[src/rtl/pcpi_mem_responder_pkg.sv]
// Shared types and constants for the picorv32/coprocessor SRAM responder.
// Holds the FSM state enum, grant enum, default MMIO constants and address classifier.
package pcpi_mem_pkg;

  typedef enum logic [1:0] {ST_IDLE, ST_ISSUE, ST_WAIT, ST_DONE} state_e;
  typedef enum logic {GNT_CPU, GNT_COP} grant_e;
  typedef enum logic [1:0] {IN_RANGE, CONSOLE, PASS, OOB} addr_class_e;

  localparam logic [31:0] DEF_CONSOLE_ADDR = 32'h1000_0000;
  localparam logic [31:0] DEF_PASS_ADDR    = 32'h2000_0000;
  localparam logic [31:0] DEF_PASS_MAGIC   = 32'd123456789;

  // SRAM range wins over MMIO; range compare uses the full word address.
  function automatic addr_class_e addr_class(
    input logic [31:0] addr,
    input logic [31:0] mem_words,
    input logic [31:0] console_addr,
    input logic [31:0] pass_addr
  );
    addr_class_e cls;
    if ((addr >> 2) < mem_words)   cls = IN_RANGE;
    else if (addr == console_addr) cls = CONSOLE;
    else if (addr == pass_addr)    cls = PASS;
    else                           cls = OOB;
    return cls;
  endfunction

endpackage

[src/rtl/pcpi_mem_responder_arb.sv]
// rr_arb2: two-requester round-robin arbiter; last_grant only moves on a conflict,
// so after reset (last_grant = COP) the CPU wins the first conflict.
module rr_arb2
  import pcpi_mem_pkg::*;
(
  input  logic   clk,
  input  logic   reset,
  input  logic   i_en,
  input  logic   i_req_cpu,
  input  logic   i_req_cop,
  output grant_e o_gnt_c,
  output logic   o_any_c
);

  grant_e r_last;
  logic   w_both;

  assign w_both  = i_req_cpu & i_req_cop;
  assign o_any_c = i_req_cpu | i_req_cop;

  always_comb begin
    o_gnt_c = GNT_CPU;
    if (w_both)         o_gnt_c = (r_last == GNT_COP) ? GNT_CPU : GNT_COP;
    else if (i_req_cop) o_gnt_c = GNT_COP;
  end

  always_ff @(posedge clk) begin
    if (reset)                r_last <= GNT_COP;
    else if (i_en && w_both)  r_last <= o_gnt_c;
  end

endmodule

[src/rtl/pcpi_mem_responder.sv]
// pcpi_mem_responder: shares one word SRAM between picorv32 and the KNN coprocessor,
// with console/pass MMIO and OOB trapping. Define PCPI_MEM_STATS_EN for grant/conflict counters.
module pcpi_mem_responder
  import pcpi_mem_pkg::*;
#(
  parameter int unsigned MEM_WORDS    = 3145728,
  parameter logic [31:0] CONSOLE_ADDR = DEF_CONSOLE_ADDR,
  parameter logic [31:0] PASS_ADDR    = DEF_PASS_ADDR,
  parameter logic [31:0] PASS_MAGIC   = DEF_PASS_MAGIC
) (
  input  logic                          clk,
  input  logic                          reset,
  input  logic                          cpu_valid,
  input  logic [31:0]                   cpu_addr,
  input  logic [31:0]                   cpu_wdata,
  input  logic [3:0]                    cpu_wstrb,
  output logic [31:0]                   cpu_rdata,
  output logic                          cpu_ready,
  input  logic                          cop_valid,
  input  logic                          cop_write,
  input  logic [31:0]                   cop_addr,
  input  logic [31:0]                   cop_wdata,
  output logic [31:0]                   cop_rdata,
  output logic                          cop_ready,
  output logic                          sram_en,
  output logic [3:0]                    sram_we,
  output logic [$clog2(MEM_WORDS)-1:0]  sram_addr,
  output logic [31:0]                   sram_wdata,
  input  logic [31:0]                   sram_rdata,
  output logic                          console_valid,
  output logic [7:0]                    console_data,
  output logic                          tests_passed,
  output logic                          oob_err,
  output logic [31:0]                   oob_addr
`ifdef PCPI_MEM_STATS_EN
  ,
  output logic [31:0]                   stat_cpu_grants,
  output logic [31:0]                   stat_cop_grants,
  output logic [31:0]                   stat_conflicts
`endif
);

  localparam int unsigned AW = $clog2(MEM_WORDS);

  state_e      r_state;
  grant_e      r_gnt;
  grant_e      w_gnt;
  logic        w_any;
  logic        w_idle;
  logic        w_cpu_wr;
  logic [31:0] w_addr;
  logic [31:0] w_wdata;
  logic [3:0]  w_we;
  addr_class_e w_cls;

  assign w_idle = (r_state == ST_IDLE);

  rr_arb2 u_arb (
    .clk       (clk),
    .reset     (reset),
    .i_en      (w_idle),
    .i_req_cpu (cpu_valid),
    .i_req_cop (cop_valid),
    .o_gnt_c   (w_gnt),
    .o_any_c   (w_any)
  );

  // Mux the granted requester's payload.
  always_comb begin
    w_addr  = cpu_addr;
    w_wdata = cpu_wdata;
    w_we    = cpu_wstrb;
    if (w_gnt == GNT_COP) begin
      w_addr  = cop_addr;
      w_wdata = cop_wdata;
      w_we    = cop_write ? 4'hF : 4'h0;
    end
  end

  assign w_cpu_wr = (w_gnt == GNT_CPU) && (cpu_wstrb != 4'h0);
  assign w_cls    = addr_class(w_addr, MEM_WORDS, CONSOLE_ADDR, PASS_ADDR);

  // IDLE -> ISSUE -> WAIT -> DONE for SRAM; IDLE -> DONE for MMIO/OOB.
  always_ff @(posedge clk) begin
    if (reset) begin
      r_state       <= ST_IDLE;
      r_gnt         <= GNT_CPU;
      cpu_rdata     <= '0;
      cpu_ready     <= 1'b0;
      cop_rdata     <= '0;
      cop_ready     <= 1'b0;
      sram_en       <= 1'b0;
      sram_we       <= '0;
      sram_addr     <= '0;
      sram_wdata    <= '0;
      console_valid <= 1'b0;
      console_data  <= '0;
      tests_passed  <= 1'b0;
      oob_err       <= 1'b0;
      oob_addr      <= '0;
    end else begin
      cpu_ready     <= 1'b0;
      cop_ready     <= 1'b0;
      console_valid <= 1'b0;
      case (r_state)
        ST_IDLE: begin
          if (w_any) begin
            r_gnt <= w_gnt;
            if (w_cls == IN_RANGE) begin
              sram_en    <= 1'b1;
              sram_we    <= w_we;
              sram_addr  <= AW'(w_addr >> 2);
              sram_wdata <= w_wdata;
              r_state    <= ST_ISSUE;
            end else begin
              if (w_gnt == GNT_CPU) begin
                cpu_ready <= 1'b1;
                cpu_rdata <= '0;
              end else begin
                cop_ready <= 1'b1;
                cop_rdata <= '0;
              end
              if (w_cpu_wr && w_cls == CONSOLE) begin
                console_valid <= 1'b1;
                console_data  <= w_wdata[7:0];
              end else if (w_cpu_wr && w_cls == PASS) begin
                if (w_wdata == PASS_MAGIC) tests_passed <= 1'b1;
              end else begin
                oob_err <= 1'b1;
                if (!oob_err) oob_addr <= w_addr;
              end
              r_state <= ST_DONE;
            end
          end
        end
        ST_ISSUE: begin
          sram_en <= 1'b0;
          sram_we <= '0;
          r_state <= ST_WAIT;
        end
        ST_WAIT: begin
          if (r_gnt == GNT_CPU) begin
            cpu_rdata <= sram_rdata;
            cpu_ready <= 1'b1;
          end else begin
            cop_rdata <= sram_rdata;
            cop_ready <= 1'b1;
          end
          r_state <= ST_DONE;
        end
        ST_DONE: r_state <= ST_IDLE;
        default: r_state <= ST_IDLE;
      endcase
    end
  end

`ifdef PCPI_MEM_STATS_EN
  always_ff @(posedge clk) begin
    if (reset) begin
      stat_cpu_grants <= '0;
      stat_cop_grants <= '0;
      stat_conflicts  <= '0;
    end else if (w_idle && w_any) begin
      if (w_gnt == GNT_CPU) stat_cpu_grants <= stat_cpu_grants + 32'd1;
      else                  stat_cop_grants <= stat_cop_grants + 32'd1;
      if (cpu_valid && cop_valid) stat_conflicts <= stat_conflicts + 32'd1;
    end
  end
`endif

endmodule

[config.mk]
export PLATFORM = sky130hd
export DESIGN_NAME = pcpi_mem_responder
export DESIGN_NICKNAME = d
export VERILOG_FILES = /design/src/rtl/pcpi_mem_responder_pkg.sv /design/src/rtl/pcpi_mem_responder_arb.sv /design/src/rtl/pcpi_mem_responder.sv
export SDC_FILE = /design/constraint.sdc
export NUM_CORES = 1
export LEC_CHECK = 0
export CAP_MARGIN = 15
export CORE_ASPECT_RATIO = 0.7
export CORE_MARGIN = 1.5
export CORE_UTILIZATION = 25
export CTS_CLUSTER_SIZE = 14
export DETAILED_ROUTE_END_ITERATION = 10
export GPL_TIMING_DRIVEN = 0
export SETUP_SLACK_MARGIN = 0.5
export SYNTH_ARGS = -nofsm -noshare
export SYNTH_HDL_FRONTEND = slang
export SYNTH_SLANG_ARGS = --single-unit
[constraint.sdc]
create_clock -name clk -period 3.05 [get_ports clk]
set_input_delay 0.915 -clock clk [delete_from_list [all_inputs] [get_ports clk]]
set_output_delay 0.915 -clock clk [all_outputs]
set_load 0.005 [all_outputs]
=== Word-level counts from Yosys, hierarchy flattened ===
Index checks and enable logic that the tools add are counted.

* Flip-flop bits (word level): 172
* Bits in latches: 0
* RAM bits: 0
* Memory bits (read-only): 0
* Bits of input ports: 169
* Output and inout bits: 168
* Word-level logic and storage cells: 100
* Memories: 0

* Add/sub/neg operators: 0
* $mul: 0
* Divide/modulo/power cells: 0
* $lt $le $gt $ge: 1
* Equal/unequal tests: 15
* Shifts and indexed selects: 0
* Multiplexer cells: 40
* Bitwise logic cells: 9
* Reduce and logical (&&, ||, !) cells: 19

{| class="wikitable"
|+ Operator list
! operator !! number
|-
| $mux W32 || 10
|-
| $pmux W32 S2 || 2
|-
| $eq A32 B27 Y1 const B || 1
|-
| $eq A32 B29 Y1 const B || 1
|-
| $eq A32 B30 Y1 const B || 1
|-
| $lt A30 B22 Y1 const B || 1
|-
| $mux W4 || 4
|-
| $mux W1 || 15
|-
| $reduce_and A5 Y1 || 3
|-
| $ne A2 B2 Y1 const B || 7
|-
| $reduce_and A6 Y1 || 2
|-
| $mux W2 || 4
|-
| $pmux W2 S4 || 1
|-
| $pmux W4 S2 || 1
|-
| $not A1 Y1 || 7
|-
| $eq A2 B2 Y1 const B || 3
|-
| $pmux W1 S2 || 3
|-
| $reduce_and A3 Y1 || 2
|-
| $eq A2 B1 Y1 const B || 2
|-
| $logic_and A1 B1 Y1 || 4
|-
| $logic_not A2 Y1 || 2
|-
| $reduce_and A4 Y1 || 1
|-
| $reduce_bool A2 Y1 || 2
|-
| $reduce_bool A4 Y1 || 1
|-
| 4 further kinds || 4
|}

=== Longest topological paths before layout ===
Gate-level depths: netlist (run 1).

* Depth in word-level cells: 11
* Mapped depth: 10
* Mapped depth without buffers: 7

=== Hierarchy ===
From an unflattened synthesis (run 1), not the netlist that was laid out.

* Cells, all modules: 911
* Area, all modules: 8209.1 sq um

{| class="wikitable"
|+ Modules (own cells, without submodules)
! module !! instances !! cells an instance !! area an instance (sq um) !! sequential area each (sq um)
|-
| pcpi_mem_responder || 1 || 905 || 8152.8 || 3423.3
|-
| rr_arb2 || 1 || 6 || 56.3 || 20.0
|}

=== Least setup slack after synthesis (run 1) ===
Ideal clock, no wire load.

* Path kind: input port to flip-flop
* Start: in cpu_addr[30]
* End: reg oob_addr[29]
* Setup time: 80 ps
* Data arrival time: 2832 ps
* Data required time: 2970 ps
* Slack: 137 ps
* Stages: 8
* Path buffers: 3
* Path through: or4_4 or4_4 a21o_1 buf_6 and3_1 buf_6 buf_8 a211oi_2

* Longest elaborated chain between the ends: 9
* Elaborated cells on any way between the ends: 16
* Those cells by class: 1 x order compare; 4 x eq/ne; 4 x mux; 3 x bitwise; 4 x reduce/logical

{| class="wikitable"
|+ Ends and longest elaborated chain
! what !! RTL line !! source
|-
| from (decl) || pcpi_mem_responder.sv:14 || <nowiki>input logic [31:0] cpu_addr,</nowiki>
|-
| $mux W32 (*) || pcpi_mem_responder.sv:73 || <nowiki>if (w_gnt == GNT_COP) begin</nowiki>
|-
| branches (longest 3 deep; another with $lt A30 B22 Y1) || n/a ||
|-
| $mux W2 (*) || pcpi_mem_responder_pkg.sv:21 || <nowiki>if ((addr >> 2) < mem_words) cls = IN_RANGE;</nowiki>
|-
| $eq A2 B2 Y1 or $eq A2 B1 Y1 (tied branches) || pcpi_mem_responder.sv:126, pcpi_mem_responder.sv:123 ||
|-
| $logic_and A1 B1 Y1, on equally long branches || pcpi_mem_responder.sv:126, pcpi_mem_responder.sv:123 ||
|-
| $not A1 Y1 (no line) || n/a ||
|-
| $reduce_and A6 Y1 (no line) (*) || n/a ||
|-
| to (signal assigned) || pcpi_mem_responder.sv:130 || <nowiki>if (!oob_err) oob_addr <= w_addr;</nowiki>
|-
| to (decl) || pcpi_mem_responder.sv:34 || <nowiki>output logic [31:0] oob_addr</nowiki>
|}

Mark *: on every way between the ends.
A chain may end at the register's enable or synchronous reset.

=== Final worst setup path (run 1) ===
* Start: in cpu_addr[30]
* End: reg sram_wdata[30]

* Longest elaborated chain between the ends: 7
* Elaborated cells on any way between the ends: 9
* Those cells by class: 1 x order compare; 2 x eq/ne; 4 x mux; 2 x reduce/logical

{| class="wikitable"
|+ Ends and longest elaborated chain
! what !! RTL line !! source
|-
| $mux W32 (*) || pcpi_mem_responder.sv:73 ||
|-
| branches (longest 3 deep; another with $lt A30 B22 Y1) || n/a ||
|-
| $mux W2 (*) || pcpi_mem_responder_pkg.sv:21 ||
|-
| $logic_not A2 Y1 (*) || pcpi_mem_responder.sv:109 || <nowiki>if (w_cls == IN_RANGE) begin</nowiki>
|-
| $reduce_and A3 Y1 (no line) (*) || n/a ||
|-
| to (signal assigned) || pcpi_mem_responder.sv:113 || <nowiki>sram_wdata <= w_wdata;</nowiki>
|-
| to (decl) || pcpi_mem_responder.sv:28 || <nowiki>output logic [31:0] sram_wdata,</nowiki>
|}

Marked as above.

==> impl_metrics.yaml, run 1 <==
setup_path:
  cp_cell_sequence: "buf_6 > or4_4 > or4_4 > buf_6 > a211oi_2 > buf_6 > buf_12 > buf_8 > nor2_4 > a311oi_1"
  critPathArrivalTime_ps: 3120
  crit_buf_inv: 5
  cp.required_ps: 3390
  worst_path_max_delay_cell: "or4_4"
  ff2ff_setup_slack_ps: 500
  path_max_fanout: 8
  startpoint_type: "input pin"
  path_class: "input pin to flip-flop"
  crit_top_cell: "buf_6"
  endpoint_kind: "flip-flop"
  slowest_delay_ps: 550
  cpLargestDelayFamily: "simple AND/OR/NAND/NOR gates"
grt:
  grt_first_pass_wirelength_um: 52100
  grt_usage_pct: 22.5
  grt_pass1_vias: 8267
  overflow: 0
  antenna_found_initial: 7
  grt_max_degree: 17
logic_synthesis:
  synth_top_flop_cell: "dfxtp_1"
  synth_nets: 1037
  async_flop_share_pct: 0
  ys_seq_elements: 172
  synth-seq-area-share_pct: 45.9
  yosys_warnings: 0
  synth_top_cell_by_area: "dfxtp_1"
  yosys-top-cells-area: "dfxtp_1 46%, a21oi_1 5.7%, nand3_1 4.6%, o21ai_0 4.5%, nand2_1 4.1%"
  netlist.area_leader.share_pct: 45.9
  synth_edf_count: 0
  yosysUniqueCellTypes: 44
  mappedNetlistArea_mm2: 0.00751
  syn_inst: 865
  synth.avg_cell_area_um2: 8.68
place:
  hpwl_um: 27700
  place_congestion: 0.926
  port_buffers: 334
  postPlaceCellArea_mm2: 0.0114
power_and_ir_drop:
  powerDensity_mw_per_mm2: 569
  p_leak_nw: 4.60
  peakVddDrop_mv: 0.318
route:
  drt-pass1-iter-count: 5
  initialDrtViolationCount: 570
  avgViaCountPerCell: 5.26
  route.detailed.drc: 0
  ant_nets: 0
  drt-wirelength-per-cell_um: 22.3
  routed_wl_um: 36900
  vias: 8700
timing:
  setup_viol: 0
  hold_violations: 0
  timing.hold.ws_ps: 457
  fin_crit_sh_pct: 91.3
  slew_headroom_pct: 42.8
  post-route-min-period_ps: 2780
  drv_slew: 0
  worst_slew_pin_slew_ps: 858
  skew_ps: 13.8
  fmax_ghz: 0.359
  grt_setup_unrepaired: "yes"
run:
  max_cap_violations: 0
die:
  fp.dieH_um: 148
  die_area_mm2: 0.0311
  start_util_pct: 25.7
  num_rows: 52
  die_w_um: 210
  coreArea_mm2: 0.0292
  io_pins: 337
finish:
  area_delta_synth_final_pct: 78.1
  drive_gt1_share_pct: 19.5
  fin_nets: 1428
  fin_area_mm2: 0.0134
  fin_util_pct: 45.8
outcome:
  outcome: "completed"
clock_tree:
  cts_hold_buf: 0
  clock_sinks: 172
  cts-root-buf: "clkbuf_16"
  path_clk_slew_ps: 70
  cts_tree: "done"
  cts_max_level: 4
  cts_buffers: 17
  cts_buffer_depth: 2
  worst_skew_pair.late_latency_ps: 440
hold_path:
  hold_path.class: "flip-flop to flip-flop"
-- cells in the mapped netlist, types with 2 or more instances --
| library cell | number |
|---|---|
| nand4b_1 | 5 |
| nor4_1 | 11 |
| or4_4 | 2 |
| clkbuf_2 | 3 |
| inv_1 | 6 |
| buf_1 | 5 |
| nand3_1 | 69 |
| ha_1 | 3 |
| or4_1 | 3 |
| a21oi_1 | 86 |
| a31oi_1 | 34 |
| and2_1 | 2 |
| a21o_1 | 3 |
| a311oi_2 | 8 |
| xor2_1 | 2 |
| a311oi_1 | 34 |
| nand2_1 | 83 |
| clkbuf_1 | 63 |
| nor4b_1 | 2 |
| and4b_1 | 3 |
| buf_2 | 13 |
| buf_6 | 4 |
| o21a_1 | 2 |
| nand3b_1 | 4 |
| dfxtp_1 | 172 |
| a211oi_2 | 22 |
| mux2i_1 | 31 |
| o211ai_1 | 2 |
| nand4_1 | 6 |
| and3_1 | 2 |
| a211oi_1 | 33 |
| a211o_1 | 2 |
| and4_1 | 2 |
| nor2_1 | 63 |
| o21ai_0 | 68 |
| nor3_1 | 4 |
-- cells by family after synthesis --
logic type                 Yosys count  share of synthesized area [%]
AOI/OAI and AO/OA                  298                           27.0
xor gates and xnor gates             2                          0.233
muxes                               32                           4.28
adders and majority gates            3                          0.500
buffers and inverters               95                           5.57
and+or+nand+nor                    263                           16.5
DFF                                172                           45.9
-- registers in the layout, indices dropped and copies added, names as in the netlist, 2 cells and up --
name,flops
console_data,8
sram_wdata,32
cop_rdata,32
sram_we,4
r_state,2
cpu_rdata,32
oob_addr,32
sram_addr,22
-- final timing paths --
check                   endpoint  cells past startpoint         start
setup / recovery  sram_wdata[30]                     10  cpu_addr[30]
hold / removal      tests_passed                      2  tests_passed
setup reg to reg    cpu_rdata[4]                      7    r_state[0]
hold reg to reg     tests_passed                      2  tests_passed
-- metrics by stage --
step	power (mW)	setup slack (ps)	instances	setup TNS, ps
after global placement	4.96	-878	1577	-79640
after global routing	7.93	236	1654	0
after floorplan	3.82	210	865	0
after detailed placement	4.98	-889	1577	-84840
after CTS	7.44	255	1632	0
final	7.61	266	1654	0
-- cell usage in the layout (no fill, tap or decap), drive strengths merged, types with 3 or more instances in the layout --
cell type	n
inv	11
mux2i	31
clkinv	5
clkdlybuf4s50	322
o21ai	68
diode	7
a31oi	34
a21oi	86
dlymetal6s2s	3
a311oi	42
nand3b	4
clkbuf	81
or4	5
a21o	3
dfxtp	172
and4b	3
nand4b	5
nand3	69
nor3	4
nor2	63
buf	69
nor4	11
nand4	6
dlygate4sd2	4
ha	3
a211oi	55
nand2	83
-- power by group --
| group | internal [mW] | switching [mW] |
|---|---|---|
| Sequential | 2.48 | 0.142 |
| Clock | 1.25 | 1.02 |
| Combinational | 1.27 | 1.45 |
-- tightest hold or removal path, stage by stage (launching register included) --
cell and delay [ps]:
dfxtp_1 310, inv_1 50, a21oi_1 50
-- per-layer routing --
layer	global-route usage (%)	vias to the layer above	wire length [um]
met5	0	-	0
met4	8.20	0	895
met3	5.52	55	2530
met2	34.0	346	16100
met1	31.0	4285	17400
li1	-	4014	-
-- final cells by class --
type | count | area (um2)
inverters | 6 | 22.5
well taps | 378 | 473
diodes | 7 | 17.5
clock buffers | 18 | 439
plain buffers | 89 | 727
repair buffers | 372 | 3890
fillers | 2771 | 15800
flip-flops and latches | 172 | 3440
clock inverters | 14 | 158
multi-input cells | 598 | 4210
-- repair_timing --
item | CTS | global route
endpoints found under the hold margin | 0 | 0
setup endpoints to repair | 168 | 166
buffers inserted | 18 | 6
gates resized for setup | 106 | 156
pin swaps | 34 | 74
cloned | 5 | 9
No activity file was read; power rests on OpenSTA's default activity.
==> run 2, diff against run 1 <==
--- a/config.mk
+++ b/config.mk
@@ -12,6 +12,7 @@
 export CTS_CLUSTER_SIZE = 14
 export DETAILED_ROUTE_END_ITERATION = 10
 export GPL_TIMING_DRIVEN = 0
+export HOLD_SLACK_MARGIN = 0.06
 export SETUP_SLACK_MARGIN = 0.5
 export SYNTH_ARGS = -nofsm -noshare
 export SYNTH_HDL_FRONTEND = slang
==> results of run 2 <==
Final layout, timing and power as in run 1 (identical DEF).
==> run 3, diff against run 2 <==
--- a/config.mk
+++ b/config.mk
@@ -5,6 +5,7 @@
 export SDC_FILE = /design/constraint.sdc
 export NUM_CORES = 1
 export LEC_CHECK = 0
+export ABC_AREA = 1
 export CAP_MARGIN = 15
 export CORE_ASPECT_RATIO = 0.7
 export CORE_MARGIN = 1.5
@@ -14,6 +15,7 @@
 export GPL_TIMING_DRIVEN = 0
 export HOLD_SLACK_MARGIN = 0.06
 export SETUP_SLACK_MARGIN = 0.5
+export SLEW_MARGIN = 0
 export SYNTH_ARGS = -nofsm -noshare
 export SYNTH_HDL_FRONTEND = slang
 export SYNTH_SLANG_ARGS = --single-unit
==> constraint.sdc (replaced) <==
create_clock -name clk -period 3.3 [get_ports clk]
set_input_delay 0.99 -clock clk [delete_from_list [all_inputs] [get_ports clk]]
set_output_delay 0.99 -clock clk [all_outputs]
set_load 0.005 [all_outputs]
==> impl_metrics.yaml, run 3 <==
clock_tree:
  path_clk_slew_ps: 70
  cts-root-buf: "clkbuf_16"
  cts_tree: "done"
  cts_max_level: 4
  cts_buffer_depth: 2
  worst_skew_pair.late_latency_ps: 450
  cts_buffers: 17
  clock_sinks: 172
logic_synthesis:
  synth_most_common_cell: "nand2_1"
  synth_top_cell_by_area: "dfxtp_1"
  mappedNetlistArea_mm2: 0.00783
  ys_seq_elements: 172
  synth_edf_count: 0
  yosys-top-cells-area: "dfxtp_1 44%, nand2_1 9.8%, nor2_1 8.0%, a211oi_2 6.2%, a211oi_1 4.8%"
  yosysUniqueCellTypes: 38
  yosys_warnings: 0
  synth_common_cells: "205 x nand2_1, 172 x dfxtp_1, 166 x nor2_1, 73 x a21oi_1, 68 x inv_1"
  synth.avg_cell_area_um2: 7.64
  netlist.area_leader.share_pct: 44.0
  syn_inst: 1025
  async_flop_share_pct: 0
  synth_top_flop_cell: "dfxtp_1"
  synth_nets: 1197
  synth-seq-area-share_pct: 44.0
timing:
  hold_violations: 0
  drv_slew: 0
  fmax_ghz: 0.374
  setup_viol: 0
  grt_setup_unrepaired: "no"
  fin_tns_setup_ps: 0
  post-route-min-period_ps: 2680
  fin_crit_sh_pct: 81.1
  skew_ps: 8.28
  slew_headroom_pct: 34.4
  worst_slew_pin_slew_ps: 984
grt:
  overflow: 0
  grt_max_degree: 17
  grt_usage_pct: 19.6
  antenna_found_initial: 0
  grt_first_pass_wirelength_um: 48100
  grt_pass1_vias: 8056
setup_path:
  cp.required_ps: 3660
  cpLargestDelayFamily: "buffers and inverters"
  endpoint_kind: "flip-flop"
  ff2ff_setup_slack_ps: 700
  crit_top_cell: "nor2_1"
  path_class: "input pin to flip-flop"
  startpoint: "cop_valid"
  crit_buf_inv: 6
  worst_path_max_delay_cell: "nor3b_1"
  critPathArrivalTime_ps: 3030
  r2r-start: "r_state[1]"
  slowest_delay_ps: 300
  path_max_fanout: 10
  cp_cell_sequence: "buf_4 > clkbuf_4 > nor2_1 > inv_1 > nor2_1 > inv_1 > o21ai_1 > nor3b_1 > a21boi_4 > buf_12 > buf_2 > nor2_1 > a211oi_1"
  startpoint_type: "input pin"
finish:
  fin_util_pct: 41.3
  final_cell_mix: "333 x clkdlybuf4s50_1, 194 x nand2_1, 172 x dfxtp_1"
  fin_nets: 1557
  drive_gt1_share_pct: 12.5
  area_delta_synth_final_pct: 60.4
  final_common_cell: "clkdlybuf4s50_1"
hold_path:
  hold_path.class: "flip-flop to flip-flop"
  hold_path.startpoint: "sram_we[1]"
place:
  port_buffers: 334
  place_congestion: 0.862
  hpwl_um: 24700
power_and_ir_drop:
  peakVddDrop_mv: 0.508
  seq_power_share_pct: 35.1
  clkPwrFrac_pct: 25.8
  switchingPower_mw: 2.78
  powerDensity_mw_per_mm2: 633
  comb_power_share_pct: 39.1
  swShare_pct: 35.0
  p_leak_nw: 4.89
  p_int_mw: 5.17
die:
  fp.dieH_um: 151
  num_rows: 53
  die_w_um: 215
  die_area_mm2: 0.0324
  start_util_pct: 25.7
  coreArea_mm2: 0.0304
  io_pins: 337
route:
  drt-pass1-iter-count: 5
  vias: 8307
  avgViaCountPerCell: 4.59
  drt-wirelength-per-cell_um: 17.9
  initialDrtViolationCount: 435
  routed_wl_um: 32400
  ant_nets: 0
  route.detailed.drc: 0
run:
  max_cap_violations: 0
outcome:
  outcome: "completed"
[run 3: cell count changes in the layout (fill, tap and decap cells not counted), moves of 16 or more]
cell	delta
nor2_1	+109
a311oi_1	-28
inv_1	+62
nand3b_1	+19
a211oi_1	+33
a31oi_1	-25
mux2i_1	-22
nand2_1	+111
buf_8	-16
[run 3: final cells by class]
type	instances	area (um2)
multi-input combinational	707	3860
buffer	77	484
clock buffer	20	447
inverter	70	265
tap	412	515
timing repair buffer	340	3400
sequential	172	3440
antenna	1	2.50
clock inverter	12	139
fill	3101	17900
[run 3: worst register-to-register path, stage by stage (launching register included)]
cell and delay [ps]:
dfxtp_1 360, inv_1 80, ha_1 180, clkbuf_2 190, inv_1 220, nor2_1 90, inv_1 70, o21ai_1 90
nor3b_1 300, a21boi_4 250, buf_12 150, buf_2 260, nor2_1 70, a211oi_1 190
[run 3: routing by layer]
| layer | up-vias | part of all wire, % | GRT usage, % | wire length [um] |
|---|---|---|---|---|
| met5 | - | 0 | 0 | 0 |
| met3 | 29 | 8.2 | 6.99 | 2660 |
| met1 | 3912 | 46 | 25.2 | 14800 |
| li1 | 4117 | - | - | - |
| met4 | 0 | 1.3 | 5.85 | 417 |
| met2 | 249 | 45 | 30.9 | 14500 |
[run 3: through the flow]
stage	hold slack (ps)	power (mW)	area, um2	setup slack (ps)	instances
6_report	467	7.94	12600	625	1811
5_1_grt	479	8.40	12600	517	1810
4_1_cts	467	7.96	12400	507	1808
3_5_place_dp	456	5.80	11700	-633	1771
3_3_place_gp	453	5.78	11700	-558	1771
2_1_floorplan	456	4.11	7830	646	1025
[run 3: final timing paths]
kind / endpoint / depth (start not counted)
worst max-delay path: cpu_rdata[5] / 13
worst min-delay path: sram_we[1] / 2
worst max register to register: cpu_rdata[5] / 13
worst min register to register: sram_we[1] / 2
[run 3: kinds of logic (layout without fill, tap and decap cells)]
group | after synthesis | count (layout) | share of synthesized area, %
adders and majority gates | 3 | 3 | 0.480
and+or+nand+nor | 462 | 463 | 25.3
AOI/OAI and AO/OA | 234 | 234 | 20.7
other | 0 | 1 | 0
buffers and inverters | 147 | 519 | 8.68
DFF | 172 | 172 | 44.0
muxes | 7 | 7 | 0.895
[run 3: what timing repair did]
item                                    in CTS  in global routing
hold buffers                                 0                  0
endpoints found under the setup margin     168                138
gates cloned                                 0                  1
gates resized for setup                     37                 35
setup buffers                                5                  1
pin swaps                                    5                  4
[run 3: power by group through the flow]
stage / sequential [mW] / combinational, mW / clock [mW]
global route: 2.84 / 3.40 / 2.16
global placement: 2.81 / 2.96 / 0
CTS: 2.79 / 3.08 / 2.09
detailed placement: 2.82 / 2.98 / 0
floorplan: 2.82 / 1.29 / 0
finish: 2.79 / 3.10 / 2.05
